**src/rtl/mem_stage_pkg.sv**
```systemverilog
`default_nettype none
// ============================================================================
// Module      : rv32i_types (package)
// Description : Shared types for the RV32I memory stage: control word,
//               load/store funct3 encodings, memory FSM states and opcodes.
//               Ports: none (package).
// Revision    : 1.0 - initial release
// ============================================================================
package rv32i_types;

    typedef logic [6:0] rv32i_opcode;

    localparam rv32i_opcode OP_LOAD  = 7'b0000011;
    localparam rv32i_opcode OP_STORE = 7'b0100011;
    localparam rv32i_opcode OP_REG   = 7'b0110011;

    typedef enum logic [2:0] {
        LB  = 3'b000,
        LH  = 3'b001,
        LW  = 3'b010,
        LBU = 3'b100,
        LHU = 3'b101
    } load_funct3_t;

    typedef enum logic [2:0] {
        SB = 3'b000,
        SH = 3'b001,
        SW = 3'b010
    } store_funct3_t;

    typedef struct packed {
        rv32i_opcode opcode;
        logic [2:0]  funct3;
        logic        mem_read;
        logic        mem_write;
        logic        load_regfile;
        logic [4:0]  rd;
    } rv32i_control_word;

    typedef enum logic [0:0] {
        IDLE = 1'b0,
        WAIT = 1'b1
    } mem_state_t;

endpackage
`default_nettype wire

```
**src/rtl/mem_stage_if.sv**
```systemverilog
`default_nettype none
// ============================================================================
// Module      : mem_stage_if
// Description : Data-memory bus between the MEM stage (master) and memory
//               (slave).
//               data_read/data_write : request strobes (master -> slave)
//               data_addr/data_mbe/data_wdata : word address, byte enables,
//                                               lane-shifted store data
//               data_rdata/data_resp : read data and one-cycle completion
// Revision    : 1.0 - initial release
// ============================================================================
interface mem_stage_if;
    logic        data_read;
    logic        data_write;
    logic [31:0] data_addr;
    logic [3:0]  data_mbe;
    logic [31:0] data_wdata;
    logic [31:0] data_rdata;
    logic        data_resp;

    modport master (
        output data_read,
        output data_write,
        output data_addr,
        output data_mbe,
        output data_wdata,
        input  data_rdata,
        input  data_resp
    );

    modport slave (
        input  data_read,
        input  data_write,
        input  data_addr,
        input  data_mbe,
        input  data_wdata,
        output data_rdata,
        output data_resp
    );
endinterface
`default_nettype wire

```
**src/rtl/mem_stage_align.sv**
```systemverilog
`default_nettype none
// ============================================================================
// Module      : mem_align
// Description : Combinational access-size logic for the MEM stage.
//               funct3    : access size / signedness
//               addr_lo   : low two address bits
//               rs2       : store source data
//               rdata     : memory read word
//               aligned   : access is naturally aligned
//               mbe       : byte enables for the access
//               wdata     : store data replicated onto every lane
//               load_data : extracted and extended load result
// Revision    : 1.0 - initial release
// ============================================================================
module mem_align
    import rv32i_types::*;
(
    input  logic [2:0]  funct3,
    input  logic [1:0]  addr_lo,
    input  logic [31:0] rs2,
    input  logic [31:0] rdata,
    output logic        aligned,
    output logic [3:0]  mbe,
    output logic [31:0] wdata,
    output logic [31:0] load_data
);

    logic [7:0]  w_byte;
    logic [15:0] w_half;

    // Loads and stores share the funct3[1:0] size code, so one decode
    // serves both directions.
    always_comb begin
        aligned = 1'b1;
        mbe     = 4'b0000;
        wdata   = 32'h0;
        case (funct3[1:0])
            2'b00: begin
                aligned = 1'b1;
                mbe     = 4'b0001 << addr_lo;
                wdata   = {4{rs2[7:0]}};
            end
            2'b01: begin
                aligned = ~addr_lo[0];
                mbe     = 4'b0011 << {addr_lo[1], 1'b0};
                wdata   = {2{rs2[15:0]}};
            end
            default: begin
                aligned = (addr_lo == 2'b00);
                mbe     = 4'b1111;
                wdata   = rs2;
            end
        endcase
    end

    always_comb begin
        w_byte    = rdata[{addr_lo, 3'b000} +: 8];
        w_half    = rdata[{addr_lo[1], 4'b0000} +: 16];
        load_data = rdata;
        case (load_funct3_t'(funct3))
            LB:      load_data = {{24{w_byte[7]}}, w_byte};
            LBU:     load_data = {24'h0, w_byte};
            LH:      load_data = {{16{w_half[15]}}, w_half};
            LHU:     load_data = {16'h0, w_half};
            default: load_data = rdata;
        endcase
    end

endmodule
`default_nettype wire

```
**src/rtl/mem_stage.sv**
```systemverilog
`default_nettype none
// ============================================================================
// Module      : mem_stage
// Description : RV32I MEM pipeline stage. Issues data-memory requests, stalls
//               the front of the pipeline until the memory responds, and
//               holds the MEM/WB pipeline register and performance counters.
//               clk, rst (sync, active-low)
//               ex_mem_valid/ctrl/alu_out/rs2 : EX/MEM register contents
//               dmem                          : data-memory bus (master)
//               mem_stall                     : freeze upstream stages
//               mem_wb_*                      : MEM/WB register outputs
//               stall_cycles, mem_ops         : performance counters
// Revision    : 1.0 - initial release
// ============================================================================
module mem_stage
    import rv32i_types::*;
#(
    parameter int CNT_WIDTH = 32
) (
    input  logic                 clk,
    input  logic                 rst,
    input  logic                 ex_mem_valid,
    input  rv32i_control_word    ex_mem_ctrl,
    input  logic [31:0]          ex_mem_alu_out,
    input  logic [31:0]          ex_mem_rs2,
    mem_stage_if.master          dmem,
    output logic                 mem_stall,
    output logic                 mem_wb_valid,
    output rv32i_control_word    mem_wb_ctrl,
    output logic [31:0]          mem_wb_alu_out,
    output logic [31:0]          mem_wb_rdata,
    output logic                 mem_wb_misaligned,
    output logic [CNT_WIDTH-1:0] stall_cycles,
    output logic [CNT_WIDTH-1:0] mem_ops
);

    mem_state_t state_q, state_d;

    // Copy of the outstanding request, so the bus stays stable in WAIT.
    logic        req_read_q,  req_read_d;
    logic        req_write_q, req_write_d;
    logic [31:0] req_addr_q,  req_addr_d;
    logic [3:0]  req_mbe_q,   req_mbe_d;
    logic [31:0] req_wdata_q, req_wdata_d;

    logic              mem_wb_valid_q,      mem_wb_valid_d;
    rv32i_control_word mem_wb_ctrl_q,       mem_wb_ctrl_d;
    logic [31:0]       mem_wb_alu_out_q,    mem_wb_alu_out_d;
    logic [31:0]       mem_wb_rdata_q,      mem_wb_rdata_d;
    logic              mem_wb_misaligned_q, mem_wb_misaligned_d;

    logic [CNT_WIDTH-1:0] stall_cycles_q, stall_cycles_d;
    logic [CNT_WIDTH-1:0] mem_ops_q,      mem_ops_d;

    logic        w_aligned;
    logic [3:0]  w_mbe;
    logic [31:0] w_wdata;
    logic [31:0] w_load_data;
    logic        w_access;
    logic        w_mem_op;
    logic        w_misaligned;
    logic        w_read;
    logic        w_write;
    logic [31:0] w_addr;
    logic [3:0]  w_bus_mbe;
    logic [31:0] w_bus_wdata;
    logic        w_req;
    logic        w_done;

    mem_align u_align (
        .funct3    (ex_mem_ctrl.funct3),
        .addr_lo   (ex_mem_alu_out[1:0]),
        .rs2       (ex_mem_rs2),
        .rdata     (dmem.data_rdata),
        .aligned   (w_aligned),
        .mbe       (w_mbe),
        .wdata     (w_wdata),
        .load_data (w_load_data)
    );

    assign w_access     = ex_mem_valid & (ex_mem_ctrl.mem_read | ex_mem_ctrl.mem_write);
    assign w_mem_op     = w_access & w_aligned;
    assign w_misaligned = w_access & ~w_aligned;

    // Bus request. Forced quiet during reset so an abandoned WAIT access
    // cannot leak a strobe. Read wins if a control word ever sets both.
    always_comb begin
        w_read      = 1'b0;
        w_write     = 1'b0;
        w_addr      = 32'h0;
        w_bus_mbe   = 4'b0000;
        w_bus_wdata = 32'h0;
        if (rst) begin
            if (state_q == WAIT) begin
                w_read      = req_read_q;
                w_write     = req_write_q;
                w_addr      = req_addr_q;
                w_bus_mbe   = req_mbe_q;
                w_bus_wdata = req_wdata_q;
            end else if (w_mem_op) begin
                w_read      = ex_mem_ctrl.mem_read;
                w_write     = ~ex_mem_ctrl.mem_read & ex_mem_ctrl.mem_write;
                w_addr      = {ex_mem_alu_out[31:2], 2'b00};
                w_bus_mbe   = w_mbe;
                w_bus_wdata = w_wdata;
            end
        end
    end

    assign w_req     = w_read | w_write;
    assign w_done    = w_req & dmem.data_resp;
    assign mem_stall = w_req & ~dmem.data_resp;

    assign dmem.data_read  = w_read;
    assign dmem.data_write = w_write;
    assign dmem.data_addr  = w_addr;
    assign dmem.data_mbe   = w_bus_mbe;
    assign dmem.data_wdata = w_bus_wdata;

    always_comb begin
        state_d     = state_q;
        req_read_d  = req_read_q;
        req_write_d = req_write_q;
        req_addr_d  = req_addr_q;
        req_mbe_d   = req_mbe_q;
        req_wdata_d = req_wdata_q;
        case (state_q)
            IDLE: begin
                if (mem_stall) begin
                    state_d     = WAIT;
                    req_read_d  = w_read;
                    req_write_d = w_write;
                    req_addr_d  = w_addr;
                    req_mbe_d   = w_bus_mbe;
                    req_wdata_d = w_bus_wdata;
                end
            end
            WAIT: begin
                if (dmem.data_resp) begin
                    state_d = IDLE;
                end
            end
            default: state_d = IDLE;
        endcase
    end

    // MEM/WB takes a bubble while stalled so no consumer sees a load
    // before its data has arrived.
    always_comb begin
        mem_wb_valid_d      = 1'b0;
        mem_wb_ctrl_d       = '0;
        mem_wb_alu_out_d    = 32'h0;
        mem_wb_rdata_d      = 32'h0;
        mem_wb_misaligned_d = 1'b0;
        if (!mem_stall) begin
            mem_wb_valid_d                   = ex_mem_valid;
            mem_wb_ctrl_d                    = ex_mem_ctrl;
            mem_wb_ctrl_d.load_regfile       = ex_mem_ctrl.load_regfile & ~w_misaligned;
            mem_wb_alu_out_d                 = ex_mem_alu_out;
            mem_wb_misaligned_d              = w_misaligned;
            if (w_mem_op && ex_mem_ctrl.mem_read) begin
                mem_wb_rdata_d = w_load_data;
            end
        end
    end

    assign stall_cycles_d = stall_cycles_q + {{(CNT_WIDTH-1){1'b0}}, mem_stall};
    assign mem_ops_d      = mem_ops_q + {{(CNT_WIDTH-1){1'b0}}, w_done};

    always_ff @(posedge clk) begin
        if (!rst) begin
            state_q             <= IDLE;
            req_read_q          <= 1'b0;
            req_write_q         <= 1'b0;
            req_addr_q          <= 32'h0;
            req_mbe_q           <= 4'b0000;
            req_wdata_q         <= 32'h0;
            mem_wb_valid_q      <= 1'b0;
            mem_wb_ctrl_q       <= '0;
            mem_wb_alu_out_q    <= 32'h0;
            mem_wb_rdata_q      <= 32'h0;
            mem_wb_misaligned_q <= 1'b0;
            stall_cycles_q      <= '0;
            mem_ops_q           <= '0;
        end else begin
            state_q             <= state_d;
            req_read_q          <= req_read_d;
            req_write_q         <= req_write_d;
            req_addr_q          <= req_addr_d;
            req_mbe_q           <= req_mbe_d;
            req_wdata_q         <= req_wdata_d;
            mem_wb_valid_q      <= mem_wb_valid_d;
            mem_wb_ctrl_q       <= mem_wb_ctrl_d;
            mem_wb_alu_out_q    <= mem_wb_alu_out_d;
            mem_wb_rdata_q      <= mem_wb_rdata_d;
            mem_wb_misaligned_q <= mem_wb_misaligned_d;
            stall_cycles_q      <= stall_cycles_d;
            mem_ops_q           <= mem_ops_d;
        end
    end

    assign mem_wb_valid      = mem_wb_valid_q;
    assign mem_wb_ctrl       = mem_wb_ctrl_q;
    assign mem_wb_alu_out    = mem_wb_alu_out_q;
    assign mem_wb_rdata      = mem_wb_rdata_q;
    assign mem_wb_misaligned = mem_wb_misaligned_q;
    assign stall_cycles      = stall_cycles_q;
    assign mem_ops           = mem_ops_q;

endmodule
`default_nettype wire

```
**src/flat_wrapper.sv**
```systemverilog
// flat-port wrapper written by rule: the top's interface ports become plain ports
module mem_stage_flat import rv32i_types::*;
#(
    parameter int CNT_WIDTH = 32
)
  (clk, rst, ex_mem_valid, ex_mem_ctrl, ex_mem_alu_out, ex_mem_rs2, mem_stall, mem_wb_valid, mem_wb_ctrl, mem_wb_alu_out, mem_wb_rdata, mem_wb_misaligned, stall_cycles, mem_ops, dmem_data_read, dmem_data_write, dmem_data_addr, dmem_data_mbe, dmem_data_wdata, dmem_data_rdata, dmem_data_resp);
  mem_stage_if dmem_i ();
  input  logic clk;
  input  logic rst;
  input  logic ex_mem_valid;
  input  rv32i_control_word ex_mem_ctrl;
  input  logic [31:0] ex_mem_alu_out;
  input  logic [31:0] ex_mem_rs2;
  output logic mem_stall;
  output logic mem_wb_valid;
  output rv32i_control_word mem_wb_ctrl;
  output logic [31:0] mem_wb_alu_out;
  output logic [31:0] mem_wb_rdata;
  output logic mem_wb_misaligned;
  output logic [CNT_WIDTH-1:0] stall_cycles;
  output logic [CNT_WIDTH-1:0] mem_ops;
  output wire logic [$bits(dmem_i.data_read)-1:0] dmem_data_read;
  output wire logic [$bits(dmem_i.data_write)-1:0] dmem_data_write;
  output wire logic [$bits(dmem_i.data_addr)-1:0] dmem_data_addr;
  output wire logic [$bits(dmem_i.data_mbe)-1:0] dmem_data_mbe;
  output wire logic [$bits(dmem_i.data_wdata)-1:0] dmem_data_wdata;
  input wire logic [$bits(dmem_i.data_rdata)-1:0] dmem_data_rdata;
  input wire logic [$bits(dmem_i.data_resp)-1:0] dmem_data_resp;
  assign dmem_data_read = dmem_i.data_read;
  assign dmem_data_write = dmem_i.data_write;
  assign dmem_data_addr = dmem_i.data_addr;
  assign dmem_data_mbe = dmem_i.data_mbe;
  assign dmem_data_wdata = dmem_i.data_wdata;
  assign dmem_i.data_rdata = dmem_data_rdata;
  assign dmem_i.data_resp = dmem_data_resp;
  mem_stage #(.CNT_WIDTH(CNT_WIDTH)) u_core (.clk(clk), .rst(rst), .ex_mem_valid(ex_mem_valid), .ex_mem_ctrl(ex_mem_ctrl), .ex_mem_alu_out(ex_mem_alu_out), .ex_mem_rs2(ex_mem_rs2), .dmem(dmem_i), .mem_stall(mem_stall), .mem_wb_valid(mem_wb_valid), .mem_wb_ctrl(mem_wb_ctrl), .mem_wb_alu_out(mem_wb_alu_out), .mem_wb_rdata(mem_wb_rdata), .mem_wb_misaligned(mem_wb_misaligned), .stall_cycles(stall_cycles), .mem_ops(mem_ops));
endmodule
```
**config.mk**
```make
export PLATFORM = sky130hd
export DESIGN_NAME = mem_stage_flat
export DESIGN_NICKNAME = d
export VERILOG_FILES = /design/src/rtl/mem_stage_pkg.sv /design/src/rtl/mem_stage_if.sv /design/src/rtl/mem_stage_align.sv /design/src/rtl/mem_stage.sv /design/src/flat_wrapper.sv
export SDC_FILE = /design/constraint.sdc
export NUM_CORES = 1
export LEC_CHECK = 0
export ABC_CLOCK_PERIOD_IN_PS = 10400
export BUFFER_PORTS_ARGS = -buffer_cell sky130_fd_sc_hd__clkbuf_2
export CAP_MARGIN = 0
export CORE_MARGIN = 10
export CORE_UTILIZATION = 25
export DETAILED_ROUTE_END_ITERATION = 16
export SETUP_SLACK_MARGIN = 0.15
export SYNTH_ARGS = -nofsm -noshare
export SYNTH_HDL_FRONTEND = slang
export SYNTH_SLANG_ARGS = --single-unit
```
**constraint.sdc**
```tcl
create_clock -name clk -period 10.4 [get_ports clk]
set_clock_uncertainty 0.2 [all_clocks]
set_input_delay 2.08 -clock clk [delete_from_list [all_inputs] [get_ports clk]]
set_output_delay 2.08 -clock clk [all_outputs]
set_load 0.01 [all_outputs]
```
==> qor.yml, run 1 <==
route.vias.total: 9748
fmax_ghz: 0.142
status: "finished, final reports clean"
synth_area_mm2: 0.00976
cts_setup_buffers: 0
cts_root_buf: "clkbuf_16"
path_delay_family: "simple AND/OR/NAND/NOR gates"
critPathSlowestCell: "nor4_4"
multi_input_area_mm2: 0.00497
die_area_mm2: 0.0473
synth_cells: 1164
maxSlewViolCount: 0
port_buffers: 336
cp-start-kind: "primary input"
grt_pass1_wl_um: 55600
grt_pass1_vias: 9406
worstMarginPinSlew_ns: 1.11
synth_flop_cell: "dfxtp_1"
wl_per_cell_um: 18.6
antenna_left: 0
area_delta_synth_final_pct: 30.7
viasPerCell: 4.92
fin_area_mm2: 0.0128
min_period_over_period_pct: 67.6
path_common_cell: "clkbuf_2"
holdCritPathClass: "reg2reg"
slew_headroom_pct: 25.8
clock_sinks: 219
setup-tns-final_ns: 0
power_density_mw_per_mm2: 162
hold_viol: 0
critPathMaxFanout: 42
start_util_pct: 25.2
place.detailed.hpwl_um: 27100
cts_tree: "yes"
path_cells: "clkbuf_2 > and2_1 > nor4_4 > buf_4 > a22oi_1 > nor2_1 > clkbuf_2"
path_class: "in2out"
die_w_um: 218
ctsResizeCount: 0
cts_buffer_depth: 3
track_usage_pct: 14.6
dpl_cell_area_mm2: 0.0118
core_area_mm2: 0.0386
die_height_um: 218
register_area_mm2: 0.00439
cts_hold_buf: 0
setup_viol: 0
ys_ff_latch: 219
antenna_found_initial: 3
place.gp.congestion: 0.874
drive_gt1_share_pct: 29.8
drc: 0
gr-total-overflow: 0
yosysWarningCount: 0
clkTransAtPathRegs_ns: 0.06
avgSynthCellArea_um2: 8.38
cts_buffers: 26
slowest_delay_ns: 0.75
drt_wl_total_um: 36800
required_ns: 8.12
ys_types: 49
drtIter0Drc: 795
dr.pass1.iters: 5
rows: 72
io_pins: 337
cp-end-kind: "output pin"
synth_async_sr_flop_share_pct: 0
cp_num_buf_inv: 3
num-fill-cells: 4026
p_leak_nw: 5.23
worstSkewPairLatency_ns: 0.54
syn_nets: 1286
arrival_ns: 4.75
synth_edf_count: 0
maxCapViolations: 0
ys_seq_area_share_pct: 44.9
post-route-min-period_ns: 7.03
fin_nets: 1564
grt_max_degree: 119
rsz0062_at_grt: "false"
ir_worst_vdd_v: 0.000102
cts.htree.levels: 1
==> area by class of cell <==
cell class / count / area share (%)
antenna: 3 / 0.0589
clock buffer: 33 / 5.79
clock inverter: 14 / 1.64
inverter: 11 / 0.363
multi-input combinational: 840 / 39.0
sequential: 219 / 34.4
tap: 518 / 5.08
timing repair buffer: 344 / 13.7
==> worst min-delay path, delay by kind of cell (launching register included) <==
kind             cells  cell delay [ns]
flip-flops           1             0.30
AND/OR/NAND/NOR      2             0.08
==> worst paths after layout <==
kind	start	endpoint	slack [ns]	depth (start not counted)
min reg2reg	u_core.req_addr_q[1]	u_core.req_addr_q[1]	0.23	2
max	ex_mem_ctrl[9]	dmem_data_addr[3]	3.37	7
max reg2reg	u_core.state_q	u_core.stall_cycles[28]	6.32	9
min	u_core.req_addr_q[1]	u_core.req_addr_q[1]	0.23	2
==> cells in the final DEF (no fill, tap or decap), types with 9 or more instances in the layout <==
master / netlist / final
nor3_1: 25 / 25
nand4_1: 15 / 15
nor4_1: 14 / 13
nand3_1: 28 / 28
or4_1: 23 / 23
and2_1: 58 / 58
o21a_1: 13 / 13
o21ai_0: 18 / 18
xnor2_1: 14 / 14
and3_1: 10 / 10
nand2_1: 152 / 152
mux2_2: 26 / 26
a21oi_1: 112 / 112
a22oi_1: 63 / 63
mux2i_1: 31 / 31
or3_1: 16 / 16
clkbuf_16: 0 / 27
nor2_1: 118 / 118
nand2b_1: 11 / 11
nor2b_1: 9 / 9
dfxtp_1: 219 / 218
o31ai_1: 23 / 23
clkbuf_2: 0 / 336
==> state kept, by name (all words and copies together), names as in the netlist <==
signal and flops:
u_core.req_read_q 1, u_core.req_write_q 1, u_core.mem_wb_rdata 32, u_core.state_q 1, u_core.mem_wb_ctrl 18, u_core.mem_wb_misaligned 1
u_core.mem_wb_valid 1, u_core.req_mbe_q 4, u_core.req_addr_q 32, u_core.req_wdata_q 32, u_core.mem_ops 32, u_core.stall_cycles 32
u_core.mem_wb_alu_out 32
==> cells by family after synthesis <==
kind of cell / Yosys count / share of synthesized area [%]
buffers and inverters: 105 / 4.28
xor gates and xnor gates: 22 / 1.97
muxes: 57 / 6.18
and+or+nand+nor: 495 / 24.9
adders and majority gates: 4 / 0.513
AOI/OAI and AO/OA: 262 / 17.2
DFF: 219 / 44.9
==> metrics by stage <==
step | utilization, % | worst slack [ns] | hold slack (ns) | total power [mW] | std cells
6_report | 33.0 | 3.37 | 0.228 | 2.06 | 1982
5_1_grt | 33.0 | 3.18 | 0.259 | 2.15 | 1981
3_3_place_gp | 30.5 | 3.49 | 0.217 | 1.08 | 1932
3_5_place_dp | 30.5 | 3.42 | 0.221 | 1.08 | 1932
2_1_floorplan | - | 4.50 | 0.211 | 0.993 | 1164
4_1_cts | 33.0 | 3.42 | 0.230 | 2.11 | 1979
==> cell usage after synthesis, types with 2 or more instances <==
library cell  number  area share [%]
or3_1             16             1.0
o221a_2            8            0.92
a221oi_1           7            0.63
buf_4              2            0.15
o21a_1            13             1.0
nand4_1           15            0.96
nor2b_1            9            0.58
xnor2_1           14             1.3
and2_1            58             3.7
nor3_1            25             1.3
xor2_1             8            0.72
or2_2              4            0.26
o31ai_1           23             1.8
nand2b_1          11            0.71
a21oi_1          112             5.7
a21o_1             2            0.15
ha_1               4            0.51
buf_2              7            0.36
clkbuf_1          81             3.1
clkinv_1           3            0.12
buf_1              3            0.12
dfxtp_1          219              45
nor2_1           118             4.5
nor4_1            14            0.90
mux2i_1           31             3.2
nand2_1          152             5.8
and4_1             6            0.54
inv_1              8            0.31
o211a_1            2            0.21
o21ai_0           18            0.92
a22oi_1           63             4.8
nand3_1           28             1.4
or4_1             23             1.8
and3_1            10            0.64
o31a_1             2            0.18
o22ai_1            7            0.45
mux2_2            26             3.0
==> where the power goes <==
part / internal (mW) / total (mW) / switching, mW
logic: 0.0706 / 0.191 / 0.120
registers: 0.861 / 0.873 / 0.0120
clock network: 0.625 / 1.00 / 0.375
total: 1.56 / 2.06 / 0.507
==> routing by layer <==
| metal | wire [um] | track usage (%) |
|---|---|---|
| met1 | 15200 | 17.6 |
| met2 | 17500 | 24.3 |
| met3 | 2930 | 3.94 |
| met4 | 1140 | 5.66 |
| met5 | 0 | 0 |
(Power assumes the default switching activity.)
==> run 2: changes to the inputs <==
- ABC_AREA: unset -> 1
- ABC_CLOCK_PERIOD_IN_PS: 10400 -> 5700
- clock period: 10.4 -> 5.7 ns (I/O delays scaled with it)
==> run 2 against run 1 <==
  * Die area is 8.1% higher
  * Register-to-register slack worse by 4.1 ns
  * Critical path depth is 3 higher
  * Sequential share of layout area is 2.5 points lower
  * Via count is 17% higher
  * Utilization is 0.28 points lower
  * Setup slack worse by 2.4 ns
  * Critical path type unchanged
  * Highest routed layer is now met5
==> qor.yml, run 2 <==
setup_viol: 0  # unchanged
drtIter0Drc: 767  # -3.5%
post-route-min-period_ns: 4.76
num-fill-cells: 4626  # +15%
ys_types: 38  # -22%
cts_root_buf: "clkbuf_16"
drt_wl_total_um: 41900  # +14%
maxSlewViolCount: 0  # unchanged
drc: 0  # unchanged
reg2regPathDepth: 15  # +6
cts_buffer_depth: 3  # unchanged
worstMarginPinSlew_ns: 1.06  # -0.0493 ns
min_period_over_period_pct: 83.5
cts_setup_buffers: 0  # unchanged
critPathSlowestCell: "inv_2"
slowest_delay_ns: 0.42  # -0.33 ns
yosysTopAreaCell: "dfxtp_1"
route.vias.total: 11366  # +17%
fin_nets: 2041  # +30%
ys_ff_latch: 219  # unchanged
port_buffers: 336  # unchanged
avgSynthCellArea_um2: 6.54  # -22%
worstSkewPairLatency_ns: 0.57  # +0.03 ns
track_usage_pct: 15.9  # +1.3 points
area_delta_synth_final_pct: 29.1
status: "finished, final reports clean"
ctsResizeCount: 0  # unchanged
cp-end-kind: "output pin"
rows: 75  # +4.2%
rsz0062_at_grt: "false"
ys_top_cells_by_count: "nand2_1, nor2_1, dfxtp_1"
min_to: "u_core.req_addr_q[1]"
grt_pass1_wl_um: 64500  # +16%
drive_gt1_share_pct: 22.3  # -7.5 points
yosys-top-cells-area: "dfxtp_1, nand2_1, nor2_1"
grt_max_degree: 88  # -26%
clkTransAtPathRegs_ns: 0.06  # about the same
start_util_pct: 25.3  # +0.090 points
die_height_um: 226  # +4.0%
synthDominantCellAreaShare_pct: 41.2  # -3.7 points
final_cell_mix: "nand2_1, clkbuf_2, nor2_1"
slew_headroom_pct: 29.1  # +3.3 points
synth.most_common_cell: "nand2_1"
met2_length_um: 19200  # +10%
synth_edf_count: 0  # unchanged
ir_worst_vdd_v: 0.000199  # +94%
arrival_ns: 3.42  # -1.33 ns
p_leak_nw: 6.69  # +28%
dr.pass1.iters: 5  # unchanged
cts_buffers: 30  # +15%
top_layer: "met5"
wl_met1_um: 17600  # +16%
holdCritPathClass: "reg2reg"
io_pins: 337  # unchanged
required_ns: 4.36  # -3.76 ns
path_cells: "clkbuf_2 > inv_2 > nand2_1 > nand2_2 > nand2_1 > inv_2 > buf_4 > o211ai_1 > a21oi_1 > clkbuf_2"
fmax_ghz: 0.210
synth_async_sr_flop_share_pct: 0  # unchanged
cts_hold_buf: 0  # unchanged
critPathMaxFanout: 27  # -36%
antenna_left: 0  # unchanged
reg2reg_to: "u_core.stall_cycles[18]"
path_class: "in2out"
viasPerCell: 4.58  # -6.9%
gr-total-overflow: 0  # unchanged
hold-path-cell-count: 2  # unchanged
register_area_mm2: 0.00438  # about the same
cts.htree.levels: 1  # unchanged
regToRegSetupSlack_ns: 2.18  # -4.14 ns
multi_input_area_mm2: 0.00500  # +0.55%
setup-tns-final_ns: 0  # unchanged
power_density_mw_per_mm2: 291  # +80%
die_area_mm2: 0.0512  # +8.1%
synth_flop_cell: "dfxtp_1"
grt_pass1_vias: 11126  # +18%
rr_startpoint: "u_core.state_q"
cts_tree: "yes"
route.met3.wl_um: 4210  # +43%
place.gp.congestion: 0.900  # +3.0%
clock_sinks: 219  # unchanged
yosysWarningCount: 0  # unchanged
place.detailed.hpwl_um: 31700  # +17%
die_w_um: 226  # +4.0%
hp-start: "u_core.req_addr_q[1]"
wl_per_cell_um: 16.9  # -9.1%
antenna_found_initial: 7  # +4
holdWs_ns: 0.264  # +0.0356 ns
ys_seq_area_share_pct: 41.2  # -3.7 points
syn_nets: 1748  # +36%
final_common_cell: "nand2_1"
cp-start-kind: "primary input"
core_area_mm2: 0.0419  # +8.5%
synth_area_mm2: 0.0106  # +8.9%
hold_viol: 0  # unchanged
maxCapViolations: 0  # unchanged
synth_cells: 1626  # +40%
-- run 2: changes by cell type in the layout (fill, tap and decap cells not counted), moves of 26 or more --
cell	previous run	this run
mux2i_1	31	0
a22oi_1	63	0
nand2_1	152	351
nor2_1	118	331
and2_1	58	0
mux2_2	26	0
o21ai_0	18	111
inv_1	8	207
-- run 2: worst max-delay path, delay by kind of cell --
family	cells	cell delay, ns
AO/OA/AOI/OAI	2	0.35
buffers and inverters	5	1.60
AND/OR/NAND/NOR	3	0.30
-- run 2: final cells by class --
type	instances	area share, %
antenna	3	0.0547
timing repair buffer	349	13.1
multi-input combinational	1106	36.4
tap	539	4.91
inverter	213	5.86
sequential	219	31.9
clock inverter	16	1.43
clock buffer	38	6.28
-- run 2: cell families (layout without fill, tap and decap cells) --
group                      count (synthesis)  after routing  synth area share [%]
adders and majority gates                  4              4                 0.471
other                                      0              3                     0
xor gates and xnor gates                  10             10                 0.824
and+or+nand+nor                          793            793                  30.4
DFF                                      219            219                  41.2
buffers and inverters                    301            616                  11.8
AOI/OAI and AO/OA                        299            299                  15.3
-- run 2: worst max-delay path by stage --
stage | startpoint | endpoint | slack, ns | depth (start not counted)
detailed placement | ex_mem_alu_out[1] | dmem_data_mbe[1] | 0.92 | 10
global placement | ex_mem_alu_out[1] | dmem_data_mbe[1] | 0.97 | 10
CTS | ex_mem_alu_out[1] | dmem_data_mbe[1] | 0.91 | 10
finish | ex_mem_alu_out[1] | dmem_data_mbe[1] | 0.94 | 10
global route | ex_mem_alu_out[1] | dmem_data_mbe[1] | 0.66 | 10
floorplan | ex_mem_alu_out[1] | u_core.stall_cycles[18] | 2.07 | 19
-- run 2: layer usage --
metal / vias up / GRT usage (%)
met5: - / 0
met1: 5176 / 19.2
met2: 405 / 26.3
li1: 5706 / -
met3: 69 / 5.73
met4: 10 / 3.87
-- run 2: where the power goes --
| group | switching (mW) | internal, mW |
|---|---|---|
| registers | 0.0171 | 1.58 |
| clock network | 0.748 | 1.24 |
| logic | 0.268 | 0.135 |
-- run 2: through the flow --
step	power, mW	utilization (%)	area, um2	setup WS (ns)	instances
finish	3.99	32.7	13700	0.938	2483
global route	4.16	32.7	13700	0.660	2480
CTS	4.05	32.7	13700	0.912	2480
detailed placement	2.03	30.2	12700	0.915	2426
global placement	2.03	30.2	12700	0.968	2426
floorplan	1.86	-	10600	2.07	1626
==> run 3: changes to the inputs <==
- ABC_AREA: 1 -> 0
- ABC_CLOCK_PERIOD_IN_PS: 5700 -> 4400
- clock period: 5.7 -> 4.4 ns (I/O delays scaled with it)
==> run 3 against run 2 <==
  * Die area shrank 7.5%
  * Critical endpoint is now dmem_data_wdata[31]
  * First-iteration DRC count shrank 13%
  * Largest cell class unchanged
  * Global-route usage shrank 1.2 points
  * Sequential share of layout area grew 2.4 points
  * Count of clock-buffer cells in the layout is the same
  * Critical path depth shrank 2
  * Combinational power grew 15%
  * Setup slack lost 0.55 ns
  * Power grew 17%
  * Non-clock buffer count grew 7
  * Sequential cell count is the same
  * Worst hold slack lost 0.037 ns
==> qor.yml, run 3 (same netlist as run 1, synthesis figures left out) <==
status: "finished, final reports clean"
cellInternalPower_mw: 3.45  # +17%
pwr-share-seq_pct: 44.0  # +4.0 points
cp_num_buf_inv: 4  # -1
final_common_cell: "clkbuf_2"
critPathMaxFanout: 24  # -11%
path_delay_family: "buffers and inverters"
setup_viol: 0  # unchanged
viasPerCell: 4.96  # +8.4%
place.detailed.hpwl_um: 27200  # -14%
antenna_found_initial: 0  # -7
fin_nets: 1577  # -23%
path_cells: "clkbuf_2 > buf_4 > o21ai_0 > nand3_1 > buf_4 > or3_1 > a21oi_1 > clkbuf_2"
fin_util_pct: 33.0  # +0.33 points
track_usage_pct: 14.7  # -1.2 points
num-fill-cells: 4026  # -13%
drive_gt1_share_pct: 30.0  # +7.7 points
grt.busiest_layer: "met2"
p_leak_nw: 5.25  # -22%
p_clk_share_pct: 46.0  # -3.9 points
ir_worst_vdd_v: 0.000214  # +7.7%
cts_root_buf: "clkbuf_16"
dr.pass1.iters: 7  # +2
clock_sinks: 219  # unchanged
worstMarginPinSlew_ns: 0.922  # -0.141 ns
cts_buffer_depth: 3  # unchanged
grt_pass1_vias: 9526  # -14%
core_area_mm2: 0.0386  # -7.9%
setup-tns-final_ns: 0  # unchanged
slew_headroom_pct: 38.3  # +9.2 points
maxCapViolations: 0  # unchanged
fmax_ghz: 0.249
ctsResizeCount: 0  # unchanged
place.gp.congestion: 0.892  # -0.96%
slowest_delay_ns: 0.53  # +0.11 ns
die_height_um: 218  # -3.8%
fin_area_mm2: 0.0128  # -6.9%
holdCritPathClass: "reg2reg"
arrival_ns: 2.93  # -0.49 ns
power_density_mw_per_mm2: 366  # +26%
p_sw_share_pct: 26.2  # +0.26 points
met1_usage_pct: 17.9  # -1.3 points
drtIter0Drc: 667  # -13%
use_met2_pct: 24.6  # -1.7 points
wl_per_cell_um: 18.5  # +9.6%
hold_viol: 0  # unchanged
path_class: "in2out"
dpl_worst_slack_ns: 0.190  # -0.725 ns
die_w_um: 218  # -3.8%
route.vias.total: 9889  # -13%
p_comb_share_pct: 10.0  # about the same
cts_buffers: 27  # -10%
cts_tree: "yes"
grt_pass1_wl_um: 56300  # -13%
grt_max_degree: 61  # -31%
final_cell_mix: "clkbuf_2, dfxtp_1, nand2_1"
use_met3_pct: 3.45  # -2.3 points
drt_wl_total_um: 36900  # -12%
p_sw_mw: 1.22  # +18%
cp-end-kind: "output pin"
gr-total-overflow: 0  # unchanged
start_util_pct: 25.2  # -0.090 points
post-route-min-period_ns: 4.01
required_ns: 3.32  # -1.04 ns
area_delta_synth_final_pct: 30.9
die_area_mm2: 0.0473  # -7.5%
clkTransAtPathRegs_ns: 0.06  # about the same
antenna_left: 0  # unchanged
maxSlewViolCount: 0  # unchanged
port_buffers: 336  # unchanged
cts_hold_buf: 0  # unchanged
dpl_cell_area_mm2: 0.0119  # -5.8%
min_period_over_period_pct: 91.2
worstSkewPairLatency_ns: 0.56  # about the same
io_pins: 337  # unchanged
drc: 0  # unchanged
rows: 72  # -4.0%
cts.htree.levels: 1  # unchanged
cts_setup_buffers: 0  # unchanged
setup_ws_ns: 0.388  # -0.550 ns
diodes: 0  # -3
cp-start-kind: "primary input"
critPathSlowestCell: "o21ai_0"
rsz0062_at_grt: "false"
run 3: final cells by class:
cell class              count  area, um2  share of cell area, %
multi-input cells         840       4970                   38.9
flip-flops and latches    219       4390                   34.4
repair buffers            356       1870                   14.6
clock buffers              38        737                   5.77
well taps                 518        648                   5.07
clock inverters            11        111                  0.872
inverters                  11       46.3                  0.362
run 3: power by group through the flow:
stage / Combinational, mW / Sequential, mW / Clock, mW
after floorplan: 0.235 / 2.11 / 0
after global placement: 0.463 / 2.10 / 0
after detailed placement: 0.469 / 2.10 / 0
after CTS: 0.471 / 2.06 / 2.23
after global routing: 0.511 / 2.06 / 2.29
final: 0.465 / 2.06 / 2.15
run 3: worst register-to-register path: stages (launching register included):
cell and delay [ns]:
dfxtp_4 0.46, o41ai_1 0.52, a221o_1 0.24, nor2b_1 0.22, ha_1 0.22, ha_1 0.24
nand3_1 0.18, or2_2 0.43, or4_1 0.52, a21oi_1 0.15
run 3: worst paths after layout:
check | startpoint | to | slack (ns) | cells after the start
max | ex_mem_ctrl[8] | dmem_data_wdata[31] | 0.39 | 8
min | u_core.req_addr_q[1] | u_core.req_addr_q[1] | 0.23 | 2
max reg2reg | u_core.state_q | u_core.stall_cycles[16] | 0.94 | 9
min reg2reg | u_core.req_addr_q[1] | u_core.req_addr_q[1] | 0.23 | 2
run 3: per-stage QoR:
stage / hold WS, ns / total power [mW] / cells
floorplan: 0.211 / 2.35 / 1164
global placement: 0.217 / 2.56 / 1944
detailed placement: 0.220 / 2.57 / 1944
CTS: 0.229 / 4.75 / 1993
global route: 0.246 / 4.86 / 1993
finish: 0.227 / 4.67 / 1993
run 3: layer usage:
metal,part of all wire [%],up-vias
met5,0,-
met4,3.0,0
met3,7.4,62
met2,47,390
met1,43,4731
li1,-,4706
